## src/rtl/alu_arbiter.sv

```systemverilog
// -----------------------------------------------------------------------------
// alu_arbiter
//   Shares one ALU between two requesters (0 = pipeline execute,
//   1 = branch/address unit). A round-robin choice picks the winner in IDLE.
//   The winner's operands are registered onto the ALU inputs, held for
//   ALU_LAT clocks, and the ALU result is then captured. The captured result
//   is returned to the winner only, with a valid/ready handshake.
//
// Ports
//   clk, reset         clock (posedge) and asynchronous active-low reset
//   req_valid/ready    per-requester request handshake (ready is combinational)
//   req_*              packed request fields, requester 1 in the upper slice
//   resp_valid/ready   per-requester response handshake
//   resp_out/branch    captured ALU result on a bus shared by both requesters
//   flush              synchronous abort of the in-flight op / pending result
//   alu_*              registered operand bus to the ALU, and its result inputs
// -----------------------------------------------------------------------------
module alu_arbiter #(
  parameter int         WORD_SIZE = 32,
  parameter int         ALU_LAT   = 1,
  parameter logic [4:0] IDLE_CTRL = 5'h1F
) (
  input  logic                   clk,
  input  logic                   reset,
  input  logic [1:0]             req_valid,
  output logic [1:0]             req_ready,
  input  logic [9:0]             req_control,
  input  logic [2*WORD_SIZE-1:0] req_in_1,
  input  logic [2*WORD_SIZE-1:0] req_in_2,
  input  logic [2*WORD_SIZE-1:0] req_pc,
  input  logic [23:0]            req_imm,
  input  logic [39:0]            req_imm_U_J,
  input  logic [3:0]             req_imm_en,
  output logic [1:0]             resp_valid,
  input  logic [1:0]             resp_ready,
  output logic [WORD_SIZE-1:0]   resp_out,
  output logic                   resp_branch,
  input  logic                   flush,
  output logic [4:0]             alu_control,
  output logic [1:0]             alu_imm_en,
  output logic [11:0]            alu_imm,
  output logic [19:0]            alu_imm_U_J,
  output logic [WORD_SIZE-1:0]   alu_in_1,
  output logic [WORD_SIZE-1:0]   alu_in_2,
  output logic [WORD_SIZE-1:0]   alu_pc,
  input  logic [WORD_SIZE-1:0]   alu_out,
  input  logic                   alu_take_branch
);

  typedef enum logic [1:0] {
    ST_IDLE = 2'd0,
    ST_BUSY = 2'd1,
    ST_RESP = 2'd2
  } state_t;

  localparam logic [2:0] LAT_INIT = 3'(ALU_LAT);

  state_t               state_q, state_d;
  logic                 rr_ptr_q, rr_ptr_d;
  logic                 owner_q, owner_d;
  logic [2:0]           cnt_q, cnt_d;
  logic [WORD_SIZE-1:0] resp_out_q, resp_out_d;
  logic                 resp_branch_q, resp_branch_d;
  logic [4:0]           alu_control_q, alu_control_d;
  logic [1:0]           alu_imm_en_q, alu_imm_en_d;
  logic [11:0]          alu_imm_q, alu_imm_d;
  logic [19:0]          alu_imm_U_J_q, alu_imm_U_J_d;
  logic [WORD_SIZE-1:0] alu_in_1_q, alu_in_1_d;
  logic [WORD_SIZE-1:0] alu_in_2_q, alu_in_2_d;
  logic [WORD_SIZE-1:0] alu_pc_q, alu_pc_d;

  // Per-requester views of the packed request fields.
  logic [4:0]           ctl_a    [2];
  logic [WORD_SIZE-1:0] in1_a    [2];
  logic [WORD_SIZE-1:0] in2_a    [2];
  logic [WORD_SIZE-1:0] pc_a     [2];
  logic [11:0]          imm_a    [2];
  logic [19:0]          imm_uj_a [2];
  logic [1:0]           imm_en_a [2];

  for (genvar gi = 0; gi < 2; gi++) begin : g_unpack
    assign ctl_a[gi]    = req_control[gi*5 +: 5];
    assign in1_a[gi]    = req_in_1[gi*WORD_SIZE +: WORD_SIZE];
    assign in2_a[gi]    = req_in_2[gi*WORD_SIZE +: WORD_SIZE];
    assign pc_a[gi]     = req_pc[gi*WORD_SIZE +: WORD_SIZE];
    assign imm_a[gi]    = req_imm[gi*12 +: 12];
    assign imm_uj_a[gi] = req_imm_U_J[gi*20 +: 20];
    assign imm_en_a[gi] = req_imm_en[gi*2 +: 2];
  end

  logic grant;
  logic accept;

  // A lone requester always wins; on contention the round-robin pointer decides.
  always_comb begin
    grant = req_valid[1];
    if (&req_valid) begin
      grant = rr_ptr_q;
    end
  end

  assign accept     = (state_q == ST_IDLE) && !flush && (|req_valid);
  assign req_ready  = accept ? (grant ? 2'b10 : 2'b01) : 2'b00;
  assign resp_valid = (state_q == ST_RESP) ? (owner_q ? 2'b10 : 2'b01) : 2'b00;

  always_comb begin
    state_d       = state_q;
    rr_ptr_d      = rr_ptr_q;
    owner_d       = owner_q;
    cnt_d         = cnt_q;
    resp_out_d    = resp_out_q;
    resp_branch_d = resp_branch_q;
    alu_control_d = alu_control_q;
    alu_imm_en_d  = alu_imm_en_q;
    alu_imm_d     = alu_imm_q;
    alu_imm_U_J_d = alu_imm_U_J_q;
    alu_in_1_d    = alu_in_1_q;
    alu_in_2_d    = alu_in_2_q;
    alu_pc_d      = alu_pc_q;

    unique case (state_q)
      ST_IDLE: begin
        if (accept) begin
          alu_control_d = ctl_a[grant];
          alu_imm_en_d  = imm_en_a[grant];
          alu_imm_d     = imm_a[grant];
          alu_imm_U_J_d = imm_uj_a[grant];
          alu_in_1_d    = in1_a[grant];
          alu_in_2_d    = in2_a[grant];
          alu_pc_d      = pc_a[grant];
          owner_d       = grant;
          cnt_d         = LAT_INIT;
          state_d       = ST_BUSY;
        end
      end
      ST_BUSY: begin
        cnt_d = cnt_q - 3'd1;
        // The ALU evaluates on the negedge, so its output is settled by the
        // posedge on which the countdown reaches one.
        if (cnt_q == 3'd1) begin
          resp_out_d    = alu_out;
          resp_branch_d = alu_take_branch;
          alu_control_d = IDLE_CTRL;
          state_d       = ST_RESP;
        end
      end
      ST_RESP: begin
        if (resp_ready[owner_q]) begin
          rr_ptr_d = ~owner_q;
          state_d  = ST_IDLE;
        end
      end
      default: begin
        state_d = ST_IDLE;
      end
    endcase

    // Flush overrides everything; the pointer is left alone so the aborted
    // requester keeps its turn.
    if (flush && (state_q != ST_IDLE)) begin
      state_d       = ST_IDLE;
      rr_ptr_d      = rr_ptr_q;
      cnt_d         = cnt_q;
      resp_out_d    = resp_out_q;
      resp_branch_d = resp_branch_q;
      alu_control_d = IDLE_CTRL;
    end
  end

  always_ff @(posedge clk or negedge reset) begin
    if (!reset) begin
      state_q       <= ST_IDLE;
      rr_ptr_q      <= 1'b0;
      owner_q       <= 1'b0;
      cnt_q         <= 3'd0;
      resp_out_q    <= '0;
      resp_branch_q <= 1'b0;
      alu_control_q <= IDLE_CTRL;
      alu_imm_en_q  <= 2'b00;
      alu_imm_q     <= 12'h000;
      alu_imm_U_J_q <= 20'h00000;
      alu_in_1_q    <= '0;
      alu_in_2_q    <= '0;
      alu_pc_q      <= '0;
    end else begin
      state_q       <= state_d;
      rr_ptr_q      <= rr_ptr_d;
      owner_q       <= owner_d;
      cnt_q         <= cnt_d;
      resp_out_q    <= resp_out_d;
      resp_branch_q <= resp_branch_d;
      alu_control_q <= alu_control_d;
      alu_imm_en_q  <= alu_imm_en_d;
      alu_imm_q     <= alu_imm_d;
      alu_imm_U_J_q <= alu_imm_U_J_d;
      alu_in_1_q    <= alu_in_1_d;
      alu_in_2_q    <= alu_in_2_d;
      alu_pc_q      <= alu_pc_d;
    end
  end

  assign resp_out    = resp_out_q;
  assign resp_branch = resp_branch_q;
  assign alu_control = alu_control_q;
  assign alu_imm_en  = alu_imm_en_q;
  assign alu_imm     = alu_imm_q;
  assign alu_imm_U_J = alu_imm_U_J_q;
  assign alu_in_1    = alu_in_1_q;
  assign alu_in_2    = alu_in_2_q;
  assign alu_pc      = alu_pc_q;

endmodule
```

## config.mk

```make
export PLATFORM = sky130hd
export DESIGN_NAME = alu_arbiter
export DESIGN_NICKNAME = d
export VERILOG_FILES = /design/src/rtl/alu_arbiter.sv
export SDC_FILE = /design/constraint.sdc
export NUM_CORES = 1
export LEC_CHECK = 0
export CAP_MARGIN = 20
export CORE_AREA = 8 8 179 181
export DETAILED_ROUTE_END_ITERATION = 16
export DIE_AREA = 0 0 187 189
export SYNTH_ARGS = -nofsm -noshare
export SYNTH_HDL_FRONTEND = slang
export SYNTH_SLANG_ARGS = --single-unit
```

## constraint.sdc

```tcl
create_clock -name clk -period 1.7 [get_ports clk]
set_clock_uncertainty 0.05 [all_clocks]
set_input_delay 0.17 -clock clk [delete_from_list [all_inputs] [get_ports clk]]
set_output_delay 0.17 -clock clk [all_outputs]
set_load 0.05 [all_outputs]
```

## Word-level counts from Yosys, hierarchy flattened

Index checks and enable logic that the tools add are counted.

- Input port bits: 310
- Logic and storage cells: 81
- Register bits after elaboration: 175

- Multiplexer cells: 39
- Equal/unequal tests: 7
- $lt $le $gt $ge: 2
- Bitwise logic cells: 3
- Add/subtract/negate cells: 1
- Reductions and logical operators: 16

Operators with widths:

| cell | count |
|---|---|
| $mux 32 | 9 |
| $mux 20 | 3 |
| $mux 12 | 3 |
| $mux 5 | 6 |
| $mux 2 | 11 |
| $reduce_and 3->1 | 5 |
| $pmux 5 s2 | 1 |
| $pmux 2 s3 | 1 |
| $pmux 3 s2 | 1 |
| $reduce_and 2->1 | 2 |
| $reduce_bool 2->1 | 2 |
| $eq 3x1->1 const B | 1 |
| $logic_and 1x1->1 | 3 |
| $mux 1 | 3 |
| $mux 3 | 1 |
| $ne 3x1->1 const B | 1 |
| $ne 3x2->1 const B | 1 |
| $ne 3x3->1 const B | 1 |
| $reduce_bool 3->1 | 1 |
| $sub 3x1->3 const B | 1 |
| $eq 2x1->1 const B | 1 |
| $eq 2x2->1 const B | 1 |
| $ge 2x2->1 const B | 1 |
| $logic_not 2->1 | 1 |
| 6 further kinds | 7 |

## Longest topological paths before layout

- Word-level depth: 9
- Gate-level depth with buffers: 8
- Gate-level depth less buffers: 6

## Worst setup path after synthesis

OpenSTA, ideal clock, no wires.

- Kind: reg2reg
- Start: reg state_q[0]
- End: reg alu_imm_U_J_q[10] (netlist: alu_imm_U_J[10])
- Data required time: 1.584 ns
- Path slack: 0.045 ns
- Path buffers: 3
- Period minus slack after synthesis: 1.655 ns
- Data arrival time: 1.538 ns
- Library setup time: 0.066 ns
- Cell stages (with the launch flop): 8
- Cell sequence: dfrtp_1 > buf_2 > nor3_2 > and3_1 > buf_6 > buf_2 > a222oi_1 > inv_1

- Word-level cells in the longest chain between the ends: 4

Ends and longest elaborated chain:

| item | line | source |
|---|---|---|
| start: declaration | 58 | `state_t state_q, state_d;` |
| start signal: assignment | 186 | `state_q <= state_d;` |
| $logic_not 2->1 (*) | 102, 121 |  |
| $logic_and 1x1->1 (2 in series) | 102 | `assign accept = (state_q == ST_IDLE) && !flush && (\|req_valid);` |
| $reduce_and 2->1 (no line) (*) | - |  |
| end signal: assignment | 195 | `alu_imm_U_J_q <= alu_imm_U_J_d;` |
| end: declaration | 67 | `logic [19:0] alu_imm_U_J_q, alu_imm_U_J_d;` |

Mark *: on every way between the ends. The rest lies on a longest branch, timed or not.
A chain may end at the register's enable or synchronous reset.

## Worst setup path after layout

- Start: reg state_q[1]
- End: out req_ready[0]

- Word-level cells in the longest chain between the ends: 4

Ends and longest elaborated chain:

| item | line | source |
|---|---|---|
| $logic_not 2->1 | 102 |  |
| $logic_and 1x1->1 (2 in series) | 102 |  |
| $mux 2 | 103 | `assign req_ready = accept ? (grant ? 2'b10 : 2'b01) : 2'b00;` |
| end: declaration | 26 | `output logic [1:0] req_ready,` |

No other way between the ends.

==> metrics <==
outcome complete, but fails checks; violated checks setup timing; required time of the worst setup path ~1.5 ns; syn_area_per_cell between 10 and 15 um^2; total die area around 35,000 um^2; Area growth, synth to finish 83.1%; slack of the worst reg-to-reg path 0 ns; startpoint of the lowest-slack register-to-register path state_q[1]; Final Hold Vio Count 0; Static Leakage 6.34 nW; first-pass GRT wire length ~49 mm; synthesized net count slightly below 900; worst hold slack ~0.17 ns; layout net count 1,396; Synth cell types 26; Final WS setup -0.0536 ns; portion of the clock cycle consumed by the worst path in the final layout 1.03; library cell with the largest summed area after synthesis sky130_fd_sc_hd__dfrtp_1; number of placement rows 63; final antenna-violating net count 0; initial core utilization 0.247; clock latency on the worst-skew pair ~0.43 ns; normalized max-slew margin 0.702; top-level I/O count approximately 480; top-area cell type share of the netlist area 0.589; via count of the first global-routing pass 7,796; H-tree levels 4; I/O Buffers a little under 500; Reg-to-Reg End alu_imm_U_J[18]; commonest non-fill, non-tap cell in the layout sky130_fd_sc_hd__clkdlybuf4s50_1; share of cells above drive strength 1 0.277; Overall Power around 0.027 W; drt drc 0; startpoint kind of the worst setup timing path flip-flop; Synth Warn # 0; power per cell area 2040 nW/um^2; max-cap viol count 0; Layout Utilization 0.452; instance area at placement about 12,000 um^2; number of enable flip-flop cells after synthesis 0; total clock buffers created by CTS 17; actual slew at the worst max-slew pin 0.447 ns; GR Util All Layers 0.177; routed wire length around 33 mm; initial drt markers 916; count of final max-slew check failures 0; number of vias per cell slightly below 5; total non-filler cell area in the finished layout 13,200 um^2; routed length per placed instance between 20 and 25 um; Clock transition at path regs 0.07 ns; number of antenna violations at the first check in global routing 0; Clock Root Buffer sky130_fd_sc_hd__clkbuf_16; share of synthesized area occupied by flip-flops and latches 0.607; fraction of registers with async set/reset 1.00; clock tree from TritonCTS yes; final count of negative-setup-slack endpoints 7; total via count in the routed design approximately 7,300; unrepaired setup endpoints after global routing true; weighted congestion at the end of routability-driven global placement roughly 0.8; Place WS -0.213 ns; Post-Synthesis Cells between 500 and 600; top area cells in the synthesized netlist sky130_fd_sc_hd__dfrtp_1, sky130_fd_sc_hd__a222oi_1, sky130_fd_sc_hd__inv_1; crit path DAT approximately 1.5 ns; dominant synthesized flop cell sky130_fd_sc_hd__dfrtp_1; shortest clock period the worst path allows after layout 1.75 ns; critical-path maximum fanout 3; width of the chip 187 um; most frequent cells in the layout sky130_fd_sc_hd__clkdlybuf4s50_1, sky130_fd_sc_hd__buf_4, sky130_fd_sc_hd__dfrtp_1, sky130_fd_sc_hd__inv_1, sky130_fd_sc_hd__a222oi_1; worst hold-check path type in -> async; IR drop worst, VDD 1.27 mV; core area 29,200 um^2; post-detailed-placement half-perimeter wirelength ~24 mm; Setup CP Type reg -> out; Clock Sink Count about 180; number of synthesized register bits approximately 180; r2r worst-path depth 6; Synth Cell Area slightly above 7000 um^2; overflow left after global routing 0; pin count of the biggest net entering global routing 58; first-pass iteration count of the detailed router 14; Critical Path Sink Type primary output; count of inserted antenna diode cells 0; buffers from clock root to sink, at most 2; maximum clock frequency around 570 MHz; height of the die 189 um
[per-stage QoR]
stage | std cells | TNS, ns
floorplan | 581 | 0
global placement | 1440 | -15.93
detailed placement | 1440 | -21.58
CTS | 1483 | -0.180
global route | 1487 | -8.34
finish | 1487 | -0.109
[cells by family after synthesis]
group / count (synthesis) / synth area share
buf+inv: 183 / 0.112
compound gates: 154 / 0.201
simple gates: 32 / 0.0218
fa+ha+maj: 2 / 0.00346
flops: 175 / 0.607
mux: 35 / 0.0546
[synthesized netlist by cell type (3+ instances only)]
library cell / number
sky130_fd_sc_hd__dfrtp_1: 170
sky130_fd_sc_hd__inv_1: 134
sky130_fd_sc_hd__a222oi_1: 130
sky130_fd_sc_hd__mux2_2: 35
sky130_fd_sc_hd__buf_2: 29
sky130_fd_sc_hd__buf_6: 11
sky130_fd_sc_hd__nor2_1: 11
sky130_fd_sc_hd__a21oi_1: 8
sky130_fd_sc_hd__clkbuf_1: 8
sky130_fd_sc_hd__nand3_1: 7
sky130_fd_sc_hd__a31oi_1: 6
sky130_fd_sc_hd__dfstp_2: 5
sky130_fd_sc_hd__o21ai_0: 5
sky130_fd_sc_hd__nand2_1: 4
sky130_fd_sc_hd__nand2b_1: 3
sky130_fd_sc_hd__nor2b_1: 3
[power by group]
part	leakage, nW	switching (W)	internal (W)
Combinational	3.91	0.0102	0.00528
Sequential	2.14	0.00125	0.00618
Clock	0.288	0.00174	0.00241
Total	6.34	0.0132	0.0139
[how the worst max path moves through the flow]
stage               start         endpoint  slack [ns]
6_report       state_q[1]     req_ready[0]       -0.05
3_5_place_dp        flush     alu_in_1[20]       -0.21
5_1_grt        state_q[1]     req_ready[0]       -0.14
3_3_place_gp        flush   alu_imm_U_J[5]       -0.15
4_1_cts        state_q[1]     req_ready[0]       -0.08
2_1_floorplan  state_q[0]  alu_imm_U_J[10]        0.05
[registers in the layout (all words and copies together) (netlist names), 3 cells and up]
signal,count
cnt_q,3
alu_control,5
alu_pc,32
alu_imm,12
resp_out,32
alu_in_2,32
alu_imm_U_J,20
alu_in_1,32
[layer usage]
layer,GRT usage,vias to the layer above,wire length (um)
li1,-,3200,-
met1,0.199,3563,12500
met2,0.300,454,16400
met3,0.0741,40,3590
met4,0.0596,0,790
met5,0,-,0
[final cells by class]
cell class                      count  area, um^2
Clock buffer                       23         468
Clock inverter                      9         136
Fill cell                        2751       16000
Inverter                          134         503
Multi-Input combinational cell    223        2090
Sequential cell                   175        4390
Tap cell                          390         488
Timing Repair Buffer              533        5150
[what timing repair did]
action | CTS | global route
pin swaps | 24 | 54
setup endpoints to repair | 5 | 165
hold buffers | 1 | 0
cloned | 3 | 3
resized for setup | 10 | 8
buffers inserted | 8 | 1
hold endpoints to repair | 41 | 0
[worst max-delay path, stage by stage, from the launching register on]
cell	delay (ns)
sky130_fd_sc_hd__dfrtp_1	0.41
sky130_fd_sc_hd__nor3_4	0.21
sky130_fd_sc_hd__and3_4	0.25
sky130_fd_sc_hd__buf_16	0.12
sky130_fd_sc_hd__buf_12	0.12
No activity file was read; power rests on OpenSTA's default activity.
